**config.mk**
```make
export PLATFORM = sky130hd
export DESIGN_NAME = dma_multiplane_tlp_addr_gen
export DESIGN_NICKNAME = d
export VERILOG_FILES = /design/src/rtl/dma_multiplane_tlp_addr_gen.sv
export SDC_FILE = /design/constraint.sdc
export NUM_CORES = 1
export LEC_CHECK = 0
export BUFFER_PORTS_ARGS = -buffer_cell sky130_fd_sc_hd__buf_4
export CAP_MARGIN = 20
export CELL_PAD_IN_SITES_DETAIL_PLACEMENT = 0
export CELL_PAD_IN_SITES_GLOBAL_PLACEMENT = 1
export CORE_UTILIZATION = 45
export DETAILED_ROUTE_END_ITERATION = 6
export PLACE_DENSITY = 0.83
export SLEW_MARGIN = 10
export SYNTH_ARGS = -nofsm -noshare
export SYNTH_HDL_FRONTEND = slang
export SYNTH_SLANG_ARGS = --single-unit
```
**constraint.sdc**
```tcl
create_clock -name axi_clk -period 8.47 [get_ports axi_clk]
set_input_delay 1.694 -clock axi_clk [delete_from_list [all_inputs] [get_ports axi_clk]]
set_output_delay 1.694 -clock axi_clk [all_outputs]
set_load 0.03 [all_outputs]
```
**src/rtl/dma_multiplane_tlp_addr_gen.sv**
```systemverilog
// Multi-plane PCIe write-request generator: walks each line of each plane in TLP-sized
// chunks limited by the effective max payload and by 4 KB address boundaries.
module dma_multiplane_tlp_addr_gen #(
  parameter int unsigned NUM_PLANES            = 3,
  parameter int unsigned ADDR_WIDTH            = 64,
  parameter int unsigned LSIZE_WIDTH           = 14,
  parameter int unsigned LINES_WIDTH           = 12,
  parameter int unsigned MAX_PCIE_PAYLOAD_SIZE = 128,
  parameter int unsigned PEND_WIDTH            = 3
) (
  input  logic                             axi_clk,
  input  logic                             axi_reset_n,
  input  logic                             cfg_bus_mast_en,
  input  logic [2:0]                       cfg_setmaxpld,
  input  logic [NUM_PLANES*ADDR_WIDTH-1:0] fstart,
  input  logic [LSIZE_WIDTH-1:0]           line_size,
  input  logic [LSIZE_WIDTH-1:0]           line_pitch,
  input  logic [LINES_WIDTH-1:0]           num_lines,
  input  logic                             frame_start,
  input  logic                             line_ready,
  output logic                             req_valid,
  input  logic                             req_ready,
  output logic [ADDR_WIDTH-1:0]            req_addr,
  output logic [9:0]                       req_len_dw,
  output logic [1:0]                       req_plane,
  output logic                             req_eol,
  output logic                             req_eof,
  output logic                             busy,
  output logic                             frame_done,
  output logic                             pend_ovf
);

  // Chunk/remaining width: must hold both a full line and a 4096 B chunk.
  localparam int unsigned CW = (LSIZE_WIDTH > 13) ? LSIZE_WIDTH : 13;

  typedef enum logic [2:0] {StIdle, StWait, StCalc, StIssue, StNext} state_e;

  state_e                  r_state, w_state_nxt;
  logic [ADDR_WIDTH-1:0]   r_base [NUM_PLANES];
  logic [ADDR_WIDTH-1:0]   w_base_nxt [NUM_PLANES];
  logic [LSIZE_WIDTH-1:0]  r_size, w_size_nxt, r_pitch, w_pitch_nxt;
  logic [LINES_WIDTH-1:0]  r_num_lines, w_num_lines_nxt, r_line_cnt, w_line_cnt_nxt;
  logic [CW-1:0]           r_eff, w_eff_nxt, r_rem, w_rem_nxt, r_chunk, w_chunk_nxt;
  logic [ADDR_WIDTH-1:0]   r_cur_addr, w_cur_addr_nxt;
  logic [1:0]              r_plane, w_plane_nxt;
  logic [PEND_WIDTH-1:0]   r_pend, w_pend_nxt;
  logic                    r_ovf, w_ovf_nxt, r_held;

  logic [2:0]              w_sel;
  logic [CW-1:0]           w_eff, w_eff_raw, w_bound, w_chunk;
  logic [12:0]             w_bound13;
  logic                    w_last_plane, w_last_line, w_accept, w_do_next, w_start_line, w_inc;
  logic [1:0]              w_next_plane;
  logic [ADDR_WIDTH-1:0]   w_next_base;

  always_comb begin
    w_sel     = (cfg_setmaxpld > 3'd5) ? 3'd5 : cfg_setmaxpld;
    w_eff_raw = CW'(128) << w_sel;
    w_eff     = (w_eff_raw > CW'(MAX_PCIE_PAYLOAD_SIZE)) ? CW'(MAX_PCIE_PAYLOAD_SIZE) : w_eff_raw;
    w_bound13 = 13'h1000 - {1'b0, r_cur_addr[11:0]};
    w_bound   = CW'(w_bound13);
    w_chunk   = r_rem;
    if (r_eff < w_chunk)   w_chunk = r_eff;
    if (w_bound < w_chunk) w_chunk = w_bound;
    w_next_plane = r_plane + 2'd1;
    w_next_base  = r_base[0];
    for (int unsigned p = 0; p < NUM_PLANES; p++) begin
      if (2'(p) == w_next_plane) w_next_base = r_base[p];
    end
  end

  assign w_last_plane = (r_plane == 2'(NUM_PLANES - 1));
  assign w_last_line  = (r_line_cnt == LINES_WIDTH'(r_num_lines - LINES_WIDTH'(1)));
  assign busy         = (r_state != StIdle);
  assign req_valid    = (r_state == StIssue) && (cfg_bus_mast_en || r_held);
  assign w_accept     = req_valid && req_ready;
  assign req_addr     = r_cur_addr;
  assign req_len_dw   = r_chunk[11:2];
  assign req_plane    = r_plane;
  assign req_eol      = (r_state == StIssue) && (r_rem == r_chunk);
  assign req_eof      = req_eol && w_last_plane && w_last_line;
  assign pend_ovf     = r_ovf;

  always_comb begin
    w_state_nxt     = r_state;
    w_base_nxt      = r_base;
    w_size_nxt      = r_size;
    w_pitch_nxt     = r_pitch;
    w_num_lines_nxt = r_num_lines;
    w_line_cnt_nxt  = r_line_cnt;
    w_eff_nxt       = r_eff;
    w_rem_nxt       = r_rem;
    w_chunk_nxt     = r_chunk;
    w_cur_addr_nxt  = r_cur_addr;
    w_plane_nxt     = r_plane;
    w_pend_nxt      = r_pend;
    w_ovf_nxt       = r_ovf;
    frame_done      = 1'b0;
    w_start_line    = 1'b0;
    w_do_next       = 1'b0;
    w_inc           = line_ready && (r_state != StIdle);

    unique case (r_state)
      StIdle: begin
        if (frame_start) begin
          for (int unsigned p = 0; p < NUM_PLANES; p++) begin
            w_base_nxt[p] = fstart[p*ADDR_WIDTH +: ADDR_WIDTH] & ~ADDR_WIDTH'(3);
          end
          w_size_nxt      = {line_size[LSIZE_WIDTH-1:2], 2'b00};
          // Pitch is kept DW-aligned so every line base stays DW-aligned.
          w_pitch_nxt     = {line_pitch[LSIZE_WIDTH-1:2], 2'b00};
          w_num_lines_nxt = num_lines;
          w_eff_nxt       = w_eff;
          w_line_cnt_nxt  = '0;
          w_ovf_nxt       = 1'b0;
          w_state_nxt     = StWait;
        end
      end
      StWait: begin
        if (r_num_lines == '0) begin
          frame_done  = 1'b1;
          w_state_nxt = StIdle;
        end else if (r_pend != '0) begin
          w_start_line   = 1'b1;
          w_plane_nxt    = 2'd0;
          w_rem_nxt      = CW'(r_size);
          w_cur_addr_nxt = r_base[0];
          w_state_nxt    = StCalc;
        end
      end
      StCalc: begin
        if (r_rem == '0) begin
          w_state_nxt = StNext;
        end else begin
          w_chunk_nxt = w_chunk;
          w_state_nxt = StIssue;
        end
      end
      StIssue: begin
        if (w_accept) begin
          w_cur_addr_nxt = r_cur_addr + ADDR_WIDTH'(r_chunk);
          w_rem_nxt      = r_rem - r_chunk;
          if (r_rem != r_chunk) w_state_nxt = StCalc;
          else                  w_do_next   = 1'b1;
        end
      end
      StNext:  w_do_next = 1'b1;
      default: w_state_nxt = StIdle;
    endcase

    // Plane/line advance is folded into the final accept so frame_done lines up with it.
    if (w_do_next) begin
      if (w_last_plane) begin
        for (int unsigned p = 0; p < NUM_PLANES; p++) begin
          w_base_nxt[p] = r_base[p] + ADDR_WIDTH'(r_pitch);
        end
        w_line_cnt_nxt = r_line_cnt + LINES_WIDTH'(1);
        if (w_last_line) begin
          frame_done  = 1'b1;
          w_state_nxt = StIdle;
        end else begin
          w_state_nxt = StWait;
        end
      end else begin
        w_plane_nxt    = w_next_plane;
        w_rem_nxt      = CW'(r_size);
        w_cur_addr_nxt = w_next_base;
        w_state_nxt    = StCalc;
      end
    end

    if ((r_state == StIdle) && frame_start) begin
      w_pend_nxt = '0;
    end else if (w_inc && !w_start_line) begin
      if (r_pend == {PEND_WIDTH{1'b1}}) w_ovf_nxt  = 1'b1;
      else                              w_pend_nxt = r_pend + PEND_WIDTH'(1);
    end else if (!w_inc && w_start_line) begin
      w_pend_nxt = r_pend - PEND_WIDTH'(1);
    end
  end

  always_ff @(posedge axi_clk or negedge axi_reset_n) begin
    if (!axi_reset_n) begin
      r_state     <= StIdle;
      r_base      <= '{default: '0};
      r_size      <= '0;
      r_pitch     <= '0;
      r_num_lines <= '0;
      r_line_cnt  <= '0;
      r_eff       <= '0;
      r_rem       <= '0;
      r_chunk     <= '0;
      r_cur_addr  <= '0;
      r_plane     <= '0;
      r_pend      <= '0;
      r_ovf       <= 1'b0;
      r_held      <= 1'b0;
    end else begin
      r_state     <= w_state_nxt;
      r_base      <= w_base_nxt;
      r_size      <= w_size_nxt;
      r_pitch     <= w_pitch_nxt;
      r_num_lines <= w_num_lines_nxt;
      r_line_cnt  <= w_line_cnt_nxt;
      r_eff       <= w_eff_nxt;
      r_rem       <= w_rem_nxt;
      r_chunk     <= w_chunk_nxt;
      r_cur_addr  <= w_cur_addr_nxt;
      r_plane     <= w_plane_nxt;
      r_pend      <= w_pend_nxt;
      r_ovf       <= w_ovf_nxt;
      // Keeps an offered request alive if bus mastering is revoked before acceptance.
      r_held      <= req_valid && !req_ready;
    end
  end

endmodule

```
* Yosys cells after proc, flatten, opt, wreduce, memory -nomap -nowiden
Index checks and enable logic that the tools add are counted.
Operators by class: add/subtract/negate cells 11, magnitude comparators 4, equal/unequal tests 17, shifts and indexed selects 1, muxes and demuxes 61, bitwise gates (word level) 1, reductions and logical operators 24
Operators by type and width (count):
- $mux W192 | 4
- $mux W64 | 7
- $add A64 B14 Y64 | 4
- $pmux W64 S2 | 1
- $mux W14 | 8
- $mux W12 | 4
- $mux W3 | 13
- $pmux W14 S2 | 1
- $mux W1 | 16
- $pmux W3 S5 | 1
- $eq A14 B14 Y1 | 1
- $gt A14 B8 Y1 const B | 1
- $logic_not A14 Y1 | 1
- $lt A13 B14 Y1 | 1
- $lt A14 B14 Y1 | 1
- $ne A14 B14 Y1 | 1
- $shl A8 B3 Y14 const A | 1
- $sub A14 B14 Y14 | 1
- $sub A13 B12 Y13 const A | 1
- $add A12 B1 Y12 const B | 1
- $eq A12 B12 Y1 | 1
- $logic_not A12 Y1 | 1
- $sub A12 B1 Y12 const B | 1
- $logic_and A1 B1 Y1 | 10
- 23 further kinds | 37
Storage, ports and cells: register bits after elaboration 356, input bits 241

* Logic depth before layout (Yosys ltp)
Gate-level depths: netlist of run 1.
word-level depth 8, depth in mapped cells 19

* Worst setup path before layout of run 1
No wires, ideal clock.
path kind in2out, start in cfg_bus_mast_en, end out frame_done, arrival 3.288 ns, required time 6.776 ns, slack 3.488 ns, cell stages on the path 7, cell sequence nor2_1 > nor3b_4 > nand3_2 > a21o_1 > clkbuf_1 > clkbuf_1 > o32ai_1
Between the ends: longest elaborated chain between the ends 6
RTL lines:
- start: declaration | line 13 | input logic cfg_bus_mast_en,
- $logic_or A1 B1 Y1 | line 75 | assign req_valid = (r_state == StIssue) && (cfg_bus_mast_en || r_held);
- $logic_and A1 B1 Y1 | line 75
- $logic_and A1 B1 Y1 | line 76 | assign w_accept = req_valid && req_ready;
- $mux W1 | line 140 | if (w_accept) begin
- $pmux W1 S2 | line 103 | unique case (r_state)
- $mux W1 | line 152 | if (w_do_next) begin
- end: declaration | line 29 | output logic frame_done,
Every way passes these cells.

* Final worst setup path of run 1
start reg r_num_lines[2], end out req_eof
Between the ends: longest elaborated chain between the ends 3
RTL lines:
- start: declaration | line 42 | logic [LINES_WIDTH-1:0] r_num_lines, w_num_lines_nxt, r_line_cnt, w_line_cnt_nxt;
- start signal: assignment | line 203 | r_num_lines <= w_num_lines_nxt;
- $sub A12 B1 Y12 | line 73 | assign w_last_line = (r_line_cnt == LINES_WIDTH'(r_num_lines - LINES_WIDTH'(1)));
- $eq A12 B12 Y1 | line 73
- $logic_and A1 B1 Y1 | line 81 | assign req_eof = req_eol && w_last_plane && w_last_line;
- end: declaration | line 27 | output logic req_eof,
Every way passes these cells.

==> impl_metrics.tcl, run 1 <==
set metrics [dict create \
    final.period_utilization_pct 63.5 \
    path_buf_inv 1 \
    synthTopCellsByCount "nand2_1, dfrtp_1, a21oi_1" \
    number_of_cts_inserted_buffers 44 \
    maxCapViolations 0 \
    dpl.hpwl_mm 69.6 \
    ctsHoldBuffers 0 \
    core_sq_um 53700 \
    leakagePower_nw 12.0 \
    fraction_of_synthesis_flops_using_an_asynchronous_set_or_reset_pin_pct 100 \
    syn-cell-area_sq_um 24500 \
    first_pass_grt_wire_length_mm 147 \
    worst_ir_drop_vdd_mv 0.224 \
    final.setup_skew_ns 0.0226 \
    ctsRootBufferMaster "clkbuf_16" \
    worstSetupStartpoint "r_num_lines[2]" \
    power_report.internal_total_mw 5.73 \
    grt_start_max_net_pins 183 \
    die_area_sq_um 55300 \
    placed_cells 3760 \
    worst_hold_path_type "reg2reg" \
    reg2reg_from "r_state[1]" \
    finalHoldViolations 0 \
    fillers 5036 \
    normalized_max_slew_margin_pct 25.4 \
    post-route-drc-count 0 \
    cp_data_required_time_ns 6.78 \
    yosysTopAreaCell "dfrtp_1" \
    drt-pass1-iter-count 6 \
    num-nets-final 3444 \
    multi_input_gate_area_sq_um 14700 \
    outcome "complete, no violations" \
    start_util_pct 45.5 \
    post_synth_inst_count 2919 \
    pwr-share-clk_pct 15.9 \
    netlist-cell-type-count 107 \
    critPathArrivalTime_ns 3.68 \
    postSynthRegisterBits 349 \
    pwr-share-comb_pct 53.1 \
    grt_antenna_before_repair 0 \
    groute.usage.overall_pct 34.4 \
    min-delay-start "r_size[2]" \
    post_route_setup_tns_ns 0 \
    post_synth_main_area_contributors "dfrtp_1, nand2_1, a21oi_1" \
    critical_path.max_stage_delay_ns 0.54 \
    cts_num_sinks 349 \
    synthFlopType "dfrtp_1" \
    dr_total_vias 25322 \
    cells_along_the_critical_path "or3_4, nor4_1, nor2_1, or2_1, a211oi_1, a31oi_1, a2111o_1, nor3_1, buf_4" \
    detail_route.vias_per_cell 6.60 \
    die-width_um 235 \
    dp_slack_ns 3.10 \
    tritoncts "built" \
    first_global_vias 23764 \
    report.final.slew_viol_count 0 \
    worstSetupStartpointType "flip-flop" \
    syn-num-nets 3251 \
    stdcell_count 3836 \
    placement.io_buffers 309 \
    detail-route-antenna-nets 0 \
    drt_iter0_markers 3073 \
    share_of_final_layout_standard_cells_stronger_than_drive_strength_1_pct 16.6 \
    synth_warnings 0 \
    critPathMaxFanout 7 \
    setup_slack_ns 3.09 \
    count_of_flip_flops_with_a_built_in_enable_after_synthesis 0 \
    worst_path_dominant_cell_family "simple AND/OR/NAND/NOR gates" \
    powerDensity_nw_per_um2 399 \
    post_cts_resized 0 \
    timing.setup.critical_path_class "reg2out" \
    area_of_all_sequential_standard_cells_sq_um 8740 \
    clk_pin_slew_worst_paths_ns 0.06 \
    worst-slew-pin-transition_ns 1.11 \
    power.net_switching_mw 5.63 \
    netlist.area_leader.share_pct 35.7 \
    fmaxAchievable_ghz 0.186 \
    fp.dieH_um 235 \
    wl_per_cell_um 25.4 \
    ios 323 \
    cts-root-to-sink-buffers 3 \
    site_rows 85 \
    critical_path.endpoint_type "output pin" \
    post-cts-setup-buffer-count 0 \
    seq_power_share_pct 31.0 \
    yosysSeqAreaShare_pct 35.7 \
    grt_remaining_overflow 0 \
    synthMostInstantiatedCell "nand2_1" \
    aggregate_routed_wire_length_mm 97.3 \
    area_delta_synth_final_pct 16.6 \
    final_setup_vio_count 0 \
    worstSkewPairLatency_ns 0.61 \
    gp_congestion 0.933 \
    post-route-min-period_ns 5.38 \
    insertedDiodeCount 0 \
    deepest_level_of_the_cts_h_tree 2 \
    crit_slowest_cell "a2111o_1" \
    synth.avg_cell_area_sq_um 8.38 \
    switching_share_pct 49.5 \
    grt_setup_unrepaired "false" \
]
[registers in the layout (all words and copies together) (netlist names), 7 cells and up, named ones only]
register and flops:
r_base 192, req_addr 64, r_chunk 14, r_rem 14, r_line_cnt 12, r_num_lines 12
r_pitch 12, r_size 12, r_eff 7
[worst paths after layout]
| kind | slack, ns | cells past startpoint | endpoint |
|---|---|---|---|
| worst max-delay path | 3.09 | 9 | req_eof |
| worst min-delay path | 0.47 | 2 | r_size[2] |
| worst max register to register | 3.46 | 10 | r_rem[13] |
| worst min register to register | 0.47 | 2 | r_size[2] |
| max in group asynchronous | 5.89 | 2 | r_base[98] |
| min in group asynchronous | 1.06 | 1 | r_size[9] |
[per-layer routing]
metal	share of wire (%)	track usage (%)	up-vias	routed length [um]
li1	-	-	11355	-
met1	45	50.8	12511	43400
met2	43	50.7	1305	41700
met3	9.8	6.63	151	9520
met4	2.7	9.71	0	2650
met5	0	0	-	0
[placed cells by master, fill, tap and decap left out, types with 53 or more instances in the layout]
master    count
a211oi_1     53
a21oi_1     228
a22oi_1      58
and3_1       66
buf_4       335
dfrtp_1     347
ha_1         85
inv_1        76
nand2_1     347
nand3_1     101
nand4_1      53
nor2_1      195
nor3_1      104
o21ai_0     178
o22ai_1     109
xnor2_1      54
[per-stage QoR]
stage / hold slack (ns) / utilization, % / power [mW] / area [sq um]
global placement: 0.463 / 50.5 / 9.18 / 27100
global route: 0.493 / 53.1 / 12.0 / 28500
detailed placement: 0.463 / 50.5 / 9.33 / 27100
finish: 0.475 / 53.1 / 11.4 / 28500
CTS: 0.479 / 53.0 / 11.2 / 28500
floorplan: 0.446 / - / 7.29 / 24500
[power by group through the flow]
stage | Sequential, mW | Combinational [mW] | Clock (mW)
floorplan | 3.24 | 4.05 | 0
global placement | 3.45 | 5.73 | 0
detailed placement | 3.48 | 5.85 | 0
CTS | 3.46 | 5.89 | 1.82
global route | 3.60 | 6.54 | 1.89
finish | 3.53 | 6.03 | 1.80
[final cells by class]
class                           count  share of cell area, %
Clock buffer                       61                   4.30
Clock inverter                     13                  0.364
Inverter                           76                   1.00
Multi-Input combinational cell   2301                   51.4
Sequential cell                   349                   30.7
Tap cell                          696                   3.06
Timing Repair Buffer              340                   9.18
[cells by family (layout without fill, tap and decap cells)]
family | after synthesis | in the layout | share of synthesized area, %
AND/OR/NAND/NOR | 1065 | 1065 | 21.6
AO/OA/AOI/OAI | 977 | 977 | 26.6
flip-flops | 349 | 349 | 35.7
buffers and inverters | 269 | 490 | 4.58
XOR/XNOR | 98 | 98 | 3.51
adder cells (fa/ha/maj) | 91 | 91 | 4.84
multiplexers | 70 | 70 | 3.12
[worst reg2reg max path: stages (launching register included)]
cell and delay, ns:
dfrtp_1 0.78, nand3b_4 0.54, nor3b_4 0.31, buf_4 0.35
nand3_2 0.25, nand2_2 0.13, buf_4 0.63, nand2_1 0.79
nand2_1 0.51, nor3_1 0.10, or4_1 0.50
No activity file was read; power rests on OpenSTA's default activity.
==> run 2, diff against run 1 <==
==> constraint.sdc (replaced) <==
create_clock -name axi_clk -period 5.2 [get_ports axi_clk]
set_input_delay 1.04 -clock axi_clk [delete_from_list [all_inputs] [get_ports axi_clk]]
set_output_delay 1.04 -clock axi_clk [all_outputs]
set_load 0.03 [all_outputs]
==> run 2 against run 1 <==
  * Clock skew fell by 0.0025 ns
  * Flip-flop and latch count did not move
  * Via count shrank 0.49%
  * Count of clock-buffer cells in the layout stayed put
  * First-iteration DRC count fell by 7.0%
  * Worst hold slack improved by 0.0051 ns
  * Sequential power up 63%
  * Critical path type unchanged
  * Largest cell class unchanged
  * Largest power group unchanged
==> impl_metrics.tcl, run 2 (synthesis results as in run 1) <==
set metrics [dict create \
    outcome "complete, no violations" \
    deepest_level_of_the_cts_h_tree 2 \
    site_rows 85 \
    cp_data_required_time_ns 4.16 \
    grt_start_max_net_pins 133 \
    wl_per_cell_um 25.2 \
    timing.setup.critical_path_class "reg2out" \
    normalized_max_slew_margin_pct 22.0 \
    start_util_pct 45.5 \
    ctsHoldBuffers 0 \
    critPathArrivalTime_ns 3.47 \
    final.period_utilization_pct 86.8 \
    number_of_cts_inserted_buffers 42 \
    final.setup_skew_ns 0.0201 \
    regToRegEndpoint "r_chunk[1]" \
    share_of_final_layout_standard_cells_stronger_than_drive_strength_1_pct 16.9 \
    first_pass_grt_wire_length_mm 146 \
    groute.usage.overall_pct 34.2 \
    worst_hold_path_type "reg2reg" \
    dpl.hpwl_mm 70.1 \
    dr_total_vias 25199 \
    total_power_mw 18.7 \
    finalHoldViolations 0 \
    tritoncts "built" \
    ios 323 \
    grt_setup_unrepaired "false" \
    num-nets-final 3448 \
    powerDensity_nw_per_um2 652 \
    cts-root-to-sink-buffers 3 \
    ctsRootBufferMaster "clkbuf_16" \
    post-cts-setup-buffer-count 0 \
    worst-slew-pin-transition_ns 1.17 \
    die-width_um 235 \
    cts_num_sinks 349 \
    grt_antenna_before_repair 0 \
    drt_iter0_markers 2858 \
    detail-route-antenna-nets 0 \
    cell_area_reported_after_detailed_placement_sq_um 27300 \
    min-delay-start "r_size[4]" \
    worst_ir_drop_vdd_mv 0.311 \
    post-route-drc-count 0 \
    worstSetupStartpointType "flip-flop" \
    clk_pin_slew_worst_paths_ns 0.06 \
    first_global_vias 23798 \
    post_cts_resized 0 \
    final_setup_vio_count 0 \
    post-route-min-period_ns 4.51 \
    post_route_setup_tns_ns 0 \
    maxCapViolations 0 \
    leakagePower_nw 12.1 \
    aggregate_routed_wire_length_mm 96.9 \
    drt-pass1-iter-count 7 \
    gp_congestion 0.972 \
    register_containing_the_most_flip_flops_in_the_final_layout "r_base" \
    hold_depth 2 \
    fp.dieH_um 235 \
    worstSkewPairLatency_ns 0.59 \
    placement.io_buffers 309 \
    stdcell_area_sq_um 28700 \
    hold-path-endpoint "r_size[4]" \
    most-common-layout-cells "nand2_1, dfrtp_1, buf_4" \
    r2r.worst_path.cells 15 \
    number_of_flip_flops_under_the_largest_register_name 192 \
    reg2reg_from "r_rem[10]" \
    critical_path.endpoint_type "output pin" \
    area_delta_synth_final_pct 17.4 \
    detail_route.vias_per_cell 6.56 \
    grt_remaining_overflow 0 \
    fmaxAchievable_ghz 0.222 \
    core_sq_um 53700 \
    report.final.slew_viol_count 0 \
    critPathMaxFanout 7 \
    die_area_sq_um 55300 \
    r2r_setup_slack_ns 1.02 \
]
-- run 2: worst max-delay path: stages, from the launching register on --
cell and delay (ns):
dfrtp_1 0.45, or3_4 0.41, nor3_2 0.38, nand3_1 0.12
or4_1 0.40, a2111o_1 0.56, nor3_1 0.33, buf_4 0.23
-- run 2: cell type report --
cell class | count | area, sq um
well taps | 696 | 871
clock inverters | 14 | 205
diodes | 1 | 2.50
clock buffers | 61 | 1230
flip-flops and latches | 349 | 8740
fillers | 4991 | 25000
multi-input cells | 2301 | 14700
repair buffers | 346 | 2710
inverters | 76 | 285
-- run 2: worst max-delay path by stage --
| stage | startpoint | end | slack (ns) | depth (start not counted) |
|---|---|---|---|---|
| 2_1_floorplan | r_num_lines[2] | req_eof | 1.46 | 8 |
| 3_3_place_gp | r_rem[13] | r_chunk[7] | 1.19 | 17 |
| 3_5_place_dp | r_rem[13] | r_chunk[7] | 1.14 | 17 |
| 4_1_cts | r_num_lines[2] | req_eof | 0.68 | 7 |
| 5_1_grt | r_num_lines[3] | req_eof | 0.51 | 7 |
| 6_report | r_num_lines[3] | req_eof | 0.69 | 7 |
-- run 2: report_power, final --
group          leakage, nW  switching [mW]  internal, mW  total, mW
combinational         7.19            5.95          3.84       9.78
clock                0.708            1.28          1.89       3.17
sequential            4.24            1.90          3.86       5.75
-- run 2: through the flow --
stage          setup WS, ns  hold slack, ns  utilization [%]  std cells
2_1_floorplan          1.46           0.446                -       2919
3_3_place_gp           1.19           0.463             50.7       3767
3_5_place_dp           1.14           0.471             50.7       3767
4_1_cts               0.677           0.482             53.4       3842
5_1_grt               0.506           0.509             53.4       3843
6_report              0.685           0.480             53.4       3844
-- run 2: metal layers --
metal / track usage (%) / share of wire [%] / vias to the layer above / routed length, um
met3: 7.40 / 11 / 150 / 10300
li1: - / - / 11371 / -
met2: 49.3 / 42 / 1261 / 41200
met5: 0 / 0 / - / 0
met1: 50.2 / 44 / 12417 / 42500
met4: 11.9 / 3.1 / 0 / 2960
